==> config.mk <==
export PLATFORM = sky130hd
export DESIGN_NAME = operand_fetch
export DESIGN_NICKNAME = d
export VERILOG_FILES = /design/src/rtl/operand_fetch.sv
export SDC_FILE = /design/constraint.sdc
export NUM_CORES = 2
export LEC_CHECK = 0
export BUFFER_PORTS_ARGS = -buffer_cell sky130_fd_sc_hd__buf_2
export CORE_AREA = 3 3 535 537
export CTS_BUF_LIST = sky130_fd_sc_hd__clkbuf_8
export DETAILED_ROUTE_END_ITERATION = 10
export DIE_AREA = 0 0 538 540
export PLACE_DENSITY = 0.34
export RECOVER_POWER = 50
export SKIP_CTS_REPAIR_TIMING = 1
export SYNTH_ARGS = -nofsm -noshare
export SYNTH_HDL_FRONTEND = slang
export SYNTH_SLANG_ARGS = --single-unit
==> constraint.sdc <==
create_clock -name clk -period 23 [get_ports clk]
set_input_delay 0 -clock clk [delete_from_list [all_inputs] [get_ports clk]]
set_output_delay 0 -clock clk [all_outputs]
set_load 0.05 [all_outputs]
==> src/rtl/operand_fetch.sv <==
// Operand-read stage: resolves each uop source from an inline constant, a bypass bus or a
// shared RF read port, with a per-port ready/valid handshake and mispredict squash.
module operand_fetch #(
  parameter int unsigned NUM_PORTS = 4,
  parameter int unsigned NUM_SRC   = 2,
  parameter int unsigned NUM_RF_RD = 6,
  parameter int unsigned NUM_FWD   = 6,
  parameter int unsigned TAG_W     = 7,
  parameter int unsigned DATA_W    = 32,
  parameter int unsigned SQN_W     = 7,
  parameter int unsigned PAYLOAD_W = 64
) (
  input  logic                                 clk,
  input  logic                                 rst,
  input  logic [NUM_PORTS-1:0]                 IN_valid,
  output logic [NUM_PORTS-1:0]                 OUT_inReady,
  input  logic [NUM_PORTS*SQN_W-1:0]           IN_sqN,
  input  logic [NUM_PORTS*NUM_SRC*TAG_W-1:0]   IN_tag,
  input  logic [NUM_PORTS*PAYLOAD_W-1:0]       IN_payload,
  input  logic [NUM_FWD-1:0]                   IN_fwdValid,
  input  logic [NUM_FWD*TAG_W-1:0]             IN_fwdTag,
  input  logic [NUM_FWD*DATA_W-1:0]            IN_fwdData,
  output logic [NUM_RF_RD-1:0]                 OUT_rfReqValid,
  output logic [NUM_RF_RD*(TAG_W-1)-1:0]       OUT_rfReqTag,
  input  logic [NUM_RF_RD*DATA_W-1:0]          IN_rfData,
  input  logic                                 IN_branchTaken,
  input  logic [SQN_W-1:0]                     IN_branchSqN,
  output logic [NUM_PORTS-1:0]                 OUT_valid,
  input  logic [NUM_PORTS-1:0]                 IN_outReady,
  output logic [NUM_PORTS*SQN_W-1:0]           OUT_sqN,
  output logic [NUM_PORTS*PAYLOAD_W-1:0]       OUT_payload,
  output logic [NUM_PORTS*NUM_SRC*DATA_W-1:0]  OUT_src
);

  localparam int unsigned RFI_W = (NUM_RF_RD > 1) ? $clog2(NUM_RF_RD) : 1;

  logic [NUM_PORTS-1:0][SQN_W-1:0]               in_sqn;
  logic [NUM_PORTS-1:0][NUM_SRC-1:0][TAG_W-1:0]  in_tag;
  logic [NUM_PORTS-1:0][PAYLOAD_W-1:0]           in_payload;
  logic [NUM_FWD-1:0][TAG_W-1:0]                 fwd_tag;
  logic [NUM_FWD-1:0][DATA_W-1:0]                fwd_data;
  logic [NUM_RF_RD-1:0][DATA_W-1:0]              rf_data;
  logic [NUM_RF_RD-1:0][TAG_W-2:0]               rf_req_tag;
  logic [NUM_RF_RD-1:0]                          rf_req_valid;

  assign in_sqn       = IN_sqN;
  assign in_tag       = IN_tag;
  assign in_payload   = IN_payload;
  assign fwd_tag      = IN_fwdTag;
  assign fwd_data     = IN_fwdData;
  assign rf_data      = IN_rfData;
  assign OUT_rfReqValid = rf_req_valid;
  assign OUT_rfReqTag   = rf_req_tag;

  // Output register state
  logic [NUM_PORTS-1:0]                          valid_q, valid_d;
  logic [NUM_PORTS-1:0][SQN_W-1:0]               sqn_q, sqn_d;
  logic [NUM_PORTS-1:0][PAYLOAD_W-1:0]           payload_q, payload_d;
  logic [NUM_PORTS-1:0][NUM_SRC-1:0][DATA_W-1:0] src_q, src_d;
  logic [NUM_PORTS-1:0][NUM_SRC-1:0]             is_rf_q, is_rf_d;
  logic [NUM_PORTS-1:0][NUM_SRC-1:0][RFI_W-1:0]  rf_idx_q, rf_idx_d;

  logic [NUM_PORTS-1:0][NUM_SRC-1:0][DATA_W-1:0] res_val;
  logic [NUM_PORTS-1:0][NUM_SRC-1:0]             res_rf;
  logic [NUM_PORTS-1:0][NUM_SRC-1:0][RFI_W-1:0]  alloc_idx;
  logic [NUM_PORTS-1:0][NUM_SRC-1:0][DATA_W-1:0] src_out;
  logic [NUM_PORTS-1:0] in_flush, held_flush, slot_free, rf_grant, accept;

  function automatic logic younger(input logic [SQN_W-1:0] sqn, input logic taken,
                                   input logic [SQN_W-1:0] br_sqn);
    logic [SQN_W-1:0] diff;
    diff = sqn - br_sqn;
    return taken && ($signed(diff) > $signed(SQN_W'(0)));
  endfunction

  // Constant / bypass resolution; anything else falls through to the RF
  always_comb begin : resolve
    logic [TAG_W-1:0] tag;
    logic             hit;
    res_val = '0;
    res_rf  = '0;
    tag     = '0;
    hit     = 1'b0;
    for (int p = 0; p < int'(NUM_PORTS); p++) begin
      for (int s = 0; s < int'(NUM_SRC); s++) begin
        tag = in_tag[p][s];
        hit = 1'b0;
        if (tag[TAG_W-1]) begin
          res_val[p][s] = {{(DATA_W-TAG_W+1){tag[TAG_W-2]}}, tag[TAG_W-2:0]};
        end else begin
          for (int j = 0; j < int'(NUM_FWD); j++) begin
            if (!hit && IN_fwdValid[j] && (fwd_tag[j] == tag)) begin
              hit           = 1'b1;
              res_val[p][s] = fwd_data[j];
            end
          end
          res_rf[p][s] = !hit;
        end
      end
    end
  end

  always_comb begin : flush_slot
    in_flush   = '0;
    held_flush = '0;
    slot_free  = '0;
    for (int p = 0; p < int'(NUM_PORTS); p++) begin
      in_flush[p]   = younger(in_sqn[p], IN_branchTaken, IN_branchSqN);
      held_flush[p] = younger(sqn_q[p], IN_branchTaken, IN_branchSqN);
      slot_free[p]  = !valid_q[p] || IN_outReady[p] || held_flush[p];
    end
  end

  // Fixed-priority allocator: a port takes RF reads only if all of its operands fit
  always_comb begin : rf_alloc
    int unsigned next_free;
    int unsigned need;
    int unsigned slot;
    next_free    = 0;
    need         = 0;
    slot         = 0;
    rf_grant     = '0;
    alloc_idx    = '0;
    rf_req_valid = '0;
    rf_req_tag   = '0;
    for (int p = 0; p < int'(NUM_PORTS); p++) begin
      need = 0;
      for (int s = 0; s < int'(NUM_SRC); s++) begin
        need = need + 32'(res_rf[p][s]);
      end
      if (!IN_valid[p] || in_flush[p]) begin
        rf_grant[p] = 1'b1;
      end else if (next_free + need <= NUM_RF_RD) begin
        rf_grant[p] = 1'b1;
        slot        = next_free;
        for (int s = 0; s < int'(NUM_SRC); s++) begin
          if (res_rf[p][s]) begin
            alloc_idx[p][s] = RFI_W'(slot);
            if (slot_free[p]) begin
              rf_req_valid[RFI_W'(slot)] = 1'b1;
              rf_req_tag[RFI_W'(slot)]   = in_tag[p][s][TAG_W-2:0];
            end
            slot = slot + 1;
          end
        end
        next_free = next_free + need;
      end
    end
  end

  assign OUT_inReady = slot_free & rf_grant;
  assign accept      = IN_valid & OUT_inReady & ~in_flush;

  // Next state: accept, drain/flush, or stall (freeze RF data into the operand register)
  always_comb begin : next_state
    valid_d   = valid_q;
    sqn_d     = sqn_q;
    payload_d = payload_q;
    src_d     = src_q;
    is_rf_d   = is_rf_q;
    rf_idx_d  = rf_idx_q;
    for (int p = 0; p < int'(NUM_PORTS); p++) begin
      if (accept[p]) begin
        valid_d[p]   = 1'b1;
        sqn_d[p]     = in_sqn[p];
        payload_d[p] = in_payload[p];
        src_d[p]     = res_val[p];
        is_rf_d[p]   = res_rf[p];
        rf_idx_d[p]  = alloc_idx[p];
      end else if (valid_q[p] && (held_flush[p] || IN_outReady[p])) begin
        valid_d[p] = 1'b0;
        is_rf_d[p] = '0;
      end else if (valid_q[p]) begin
        for (int s = 0; s < int'(NUM_SRC); s++) begin
          if (is_rf_q[p][s]) begin
            src_d[p][s] = rf_data[rf_idx_q[p][s]];
          end
        end
        is_rf_d[p] = '0;
      end
    end
    if (rst) begin
      valid_d = '0;
      is_rf_d = '0;
    end
  end

  always_ff @(posedge clk) begin
    valid_q   <= valid_d;
    sqn_q     <= sqn_d;
    payload_q <= payload_d;
    src_q     <= src_d;
    is_rf_q   <= is_rf_d;
    rf_idx_q  <= rf_idx_d;
  end

  always_comb begin : src_mux
    src_out = '0;
    for (int p = 0; p < int'(NUM_PORTS); p++) begin
      for (int s = 0; s < int'(NUM_SRC); s++) begin
        src_out[p][s] = is_rf_q[p][s] ? rf_data[rf_idx_q[p][s]] : src_q[p][s];
      end
    end
  end

  assign OUT_valid   = valid_q;
  assign OUT_sqN     = sqn_q;
  assign OUT_payload = payload_q;
  assign OUT_src     = src_out;

endmodule

==> reports/results.tsv <==
metric	value	unit
swShare	47.9	%
syn_inst	5577	
syn_avg_cell_area	9.42	µm²
area_delta_synth_final	41.1	%
timing.final.hold_violations	2	
cts-root-buf	clkbuf_8	
max_cap_viol_count	18	
intPower	2.61	mW
finalCritPeriodShare	61.9	%
critPathMaxStageDelay	2540	ps
failed_checks	negative hold slack, max-capacitance violations, max-slew violations	
status	complete, but fails checks	
tns	0	ps
vias_per_cell	5.40	
fp.dieW	538	µm
synth-edff-count	558	
layout_min_cycle_time	14240	ps
maxSlewViolCount	606	
multi_input_area	32100	µm²
first_pass_iters	9	
detail-route-antenna-nets	0	
post-dp-hpwl	330000	µm
setup_violations	0	
p_per_area	67.7	nW/µm²
crit_type	input pin to primary output	
grt_util_all_layers	28.0	%
ys_types	98	
cts_buffer_depth	3	
r2r_cells	15	
fmax	70.2	MHz
total_power	5.02	mW
drt_wl_total	437000	µm
arrival	14240	ps
overflow	0	
nFillCells	31000	
port_buffers	1379	
cts_buffers	119	
finClkSkew	89.9	ps
syn_nets	6439	
start_util	18.6	%
hold_path_class	input pin to flip-flop	
antenna_found_initial	276	
pre_cts_ws	11740	ps
nNetsFinal	8297	
synth_async_sr_flop_share	0	%
crit_top_cell	ha_1	
holdWs	-22.9	ps
tightest_slew	4430	ps
layout-drive-gt1-share	22.8	%
yosysWarnings	0	
switchingPower	2.40	mW
slew_headroom	-195	%
synth_area	52500	µm²
p_clk_share	23.6	%
combPwrFrac	48.5	%
synth_seq_cells	570	
die_y	540	µm
first_global_vias	52600	
vdd_drop_max	0.0492	mV
routabilityCongestion	0.945	
utilization	26.3	%
slowest_stage	clkbuf_1	
cts_tree	built	
leakagePower	26.3	nW
clkLatencyLatePin	920	ps
crit_path_end_kind	primary output	
grt_pass1_wl	549000	µm
drc	0	
via_count	61600	
whs_path_depth	5	
cts-htree-levels	3	
drtIter0Drc	8087	
p_seq_share	27.8	%
final_common_cell	dlygate4sd3_1	
fin_ws	8760	ps
rsz0062_at_grt	false	
die_area	291000	µm²
yosysSeqAreaShare	32.4	%
rows	195	
start_kind	input pin	
cts.sinks	570	
wl_per_cell	38.3	µm
seq_area	17000	µm²
core	282000	µm²
synth_ff_type	edfxtp_1	
crit_fanout	66	
clk_pin_slew_worst_paths	60	ps
grt_max_degree	74	
io_pins	1380	
worstPathRequired	23000	ps
layout_common_cells	dlygate4sd3_1, buf_2, edfxtp_1	
## worst paths after layout
kind         slack (ps)            from                to
min reg2reg         500      is_rf_q[5]        is_rf_q[5]
max reg2reg       15630      OUT_sqN[0]         src_q[16]
max                8760       IN_tag[1]  OUT_rfReqTag[14]
min                 -20  IN_fwdData[85]        src_q[117]
## synthesized netlist by cell type, types with 36 or more instances
library cell	n	area [µm²]
nand2b_1	75	469
xor2_1	100	876
edfxtp_1	558	16800
and3_1	45	282
buf_2	81	405
o21a_1	75	563
a221o_1	55	551
nor3_1	36	180
a211oi_1	72	541
inv_1	167	627
a21oi_1	451	2260
nand2_1	327	1230
ha_1	61	763
a31oi_1	69	432
o211ai_1	49	368
a221oi_1	239	2090
buf_4	55	413
clkbuf_2	50	250
buf_1	75	282
nand3b_1	38	285
mux4_2	192	4320
nor2_1	386	1450
o21ai_0	259	1300
o221ai_1	70	613
xnor2_1	258	2260
nand4_1	93	582
mux2_2	270	3040
a22oi_1	318	2390
clkbuf_1	484	1820
mux2i_1	153	1530
## worst max-delay path, delay by kind of cell
kind	cells	cell delay, ps
buffers and inverters	10	5880
XOR/XNOR	1	200
AO/OA/AOI/OAI	9	3170
AND/OR/NAND/NOR	8	1850
adder cells (fa/ha/maj)	7	3070
## stage by stage
stage / std cells / cell area (µm²) / hold WS (ps)
finish: 11400 / 74100 / -22.9
detailed placement: 10100 / 62300 / 178
CTS: 10300 / 64800 / -829
global placement: 10100 / 62300 / 177
floorplan: 5577 / 52500 / 69.1
global route: 11400 / 74000 / -5.12
## power by group through the flow
stage	combinational [mW]	sequential (mW)	clock, mW
after floorplan	1.21	1.57	0
after CTS	2.26	1.39	1.22
final	2.44	1.40	1.18
after global placement	2.25	1.41	0
after detailed placement	2.26	1.41	0
after global routing	2.53	1.41	1.26
## metal layers
| metal | global-route usage [%] | vias up | wire length (µm) |
|---|---|---|---|
| li1 | - | 25400 | - |
| met1 | 37.4 | 31100 | 184000 |
| met2 | 40.1 | 4283 | 178000 |
| met3 | 11.3 | 805 | 52600 |
| met4 | 10.7 | 96 | 20600 |
| met5 | 0 | - | 617 |
## flip-flops by register name (all words and copies together) (netlist names)
signal and count:
OUT_payload 256, src_q 256, OUT_sqN 28, rf_idx_q 18, is_rf_q 8, OUT_valid 4
## cell type report
| type | count | share of cell area (%) |
|---|---|---|
| Antenna cell | 123 | 0.415 |
| Clock buffer | 124 | 2.30 |
| Clock inverter | 99 | 0.976 |
| Inverter | 168 | 0.854 |
| Multi-Input combinational cell | 4092 | 43.3 |
| Sequential cell | 570 | 23.0 |
| Tap cell | 3743 | 6.32 |
| Timing Repair Buffer | 2484 | 22.9 |
## cell families after synthesis
logic type	Yosys count	share of synthesized area, %
buffers and inverters	915	7.27
DFF	570	32.4
adders and majority gates	72	1.87
xor gates and xnor gates	360	6.03
and+or+nand+nor	1186	11.0
muxes	617	17.0
AOI/OAI and AO/OA	1857	24.4
No activity file was read; power rests on OpenSTA's default activity.
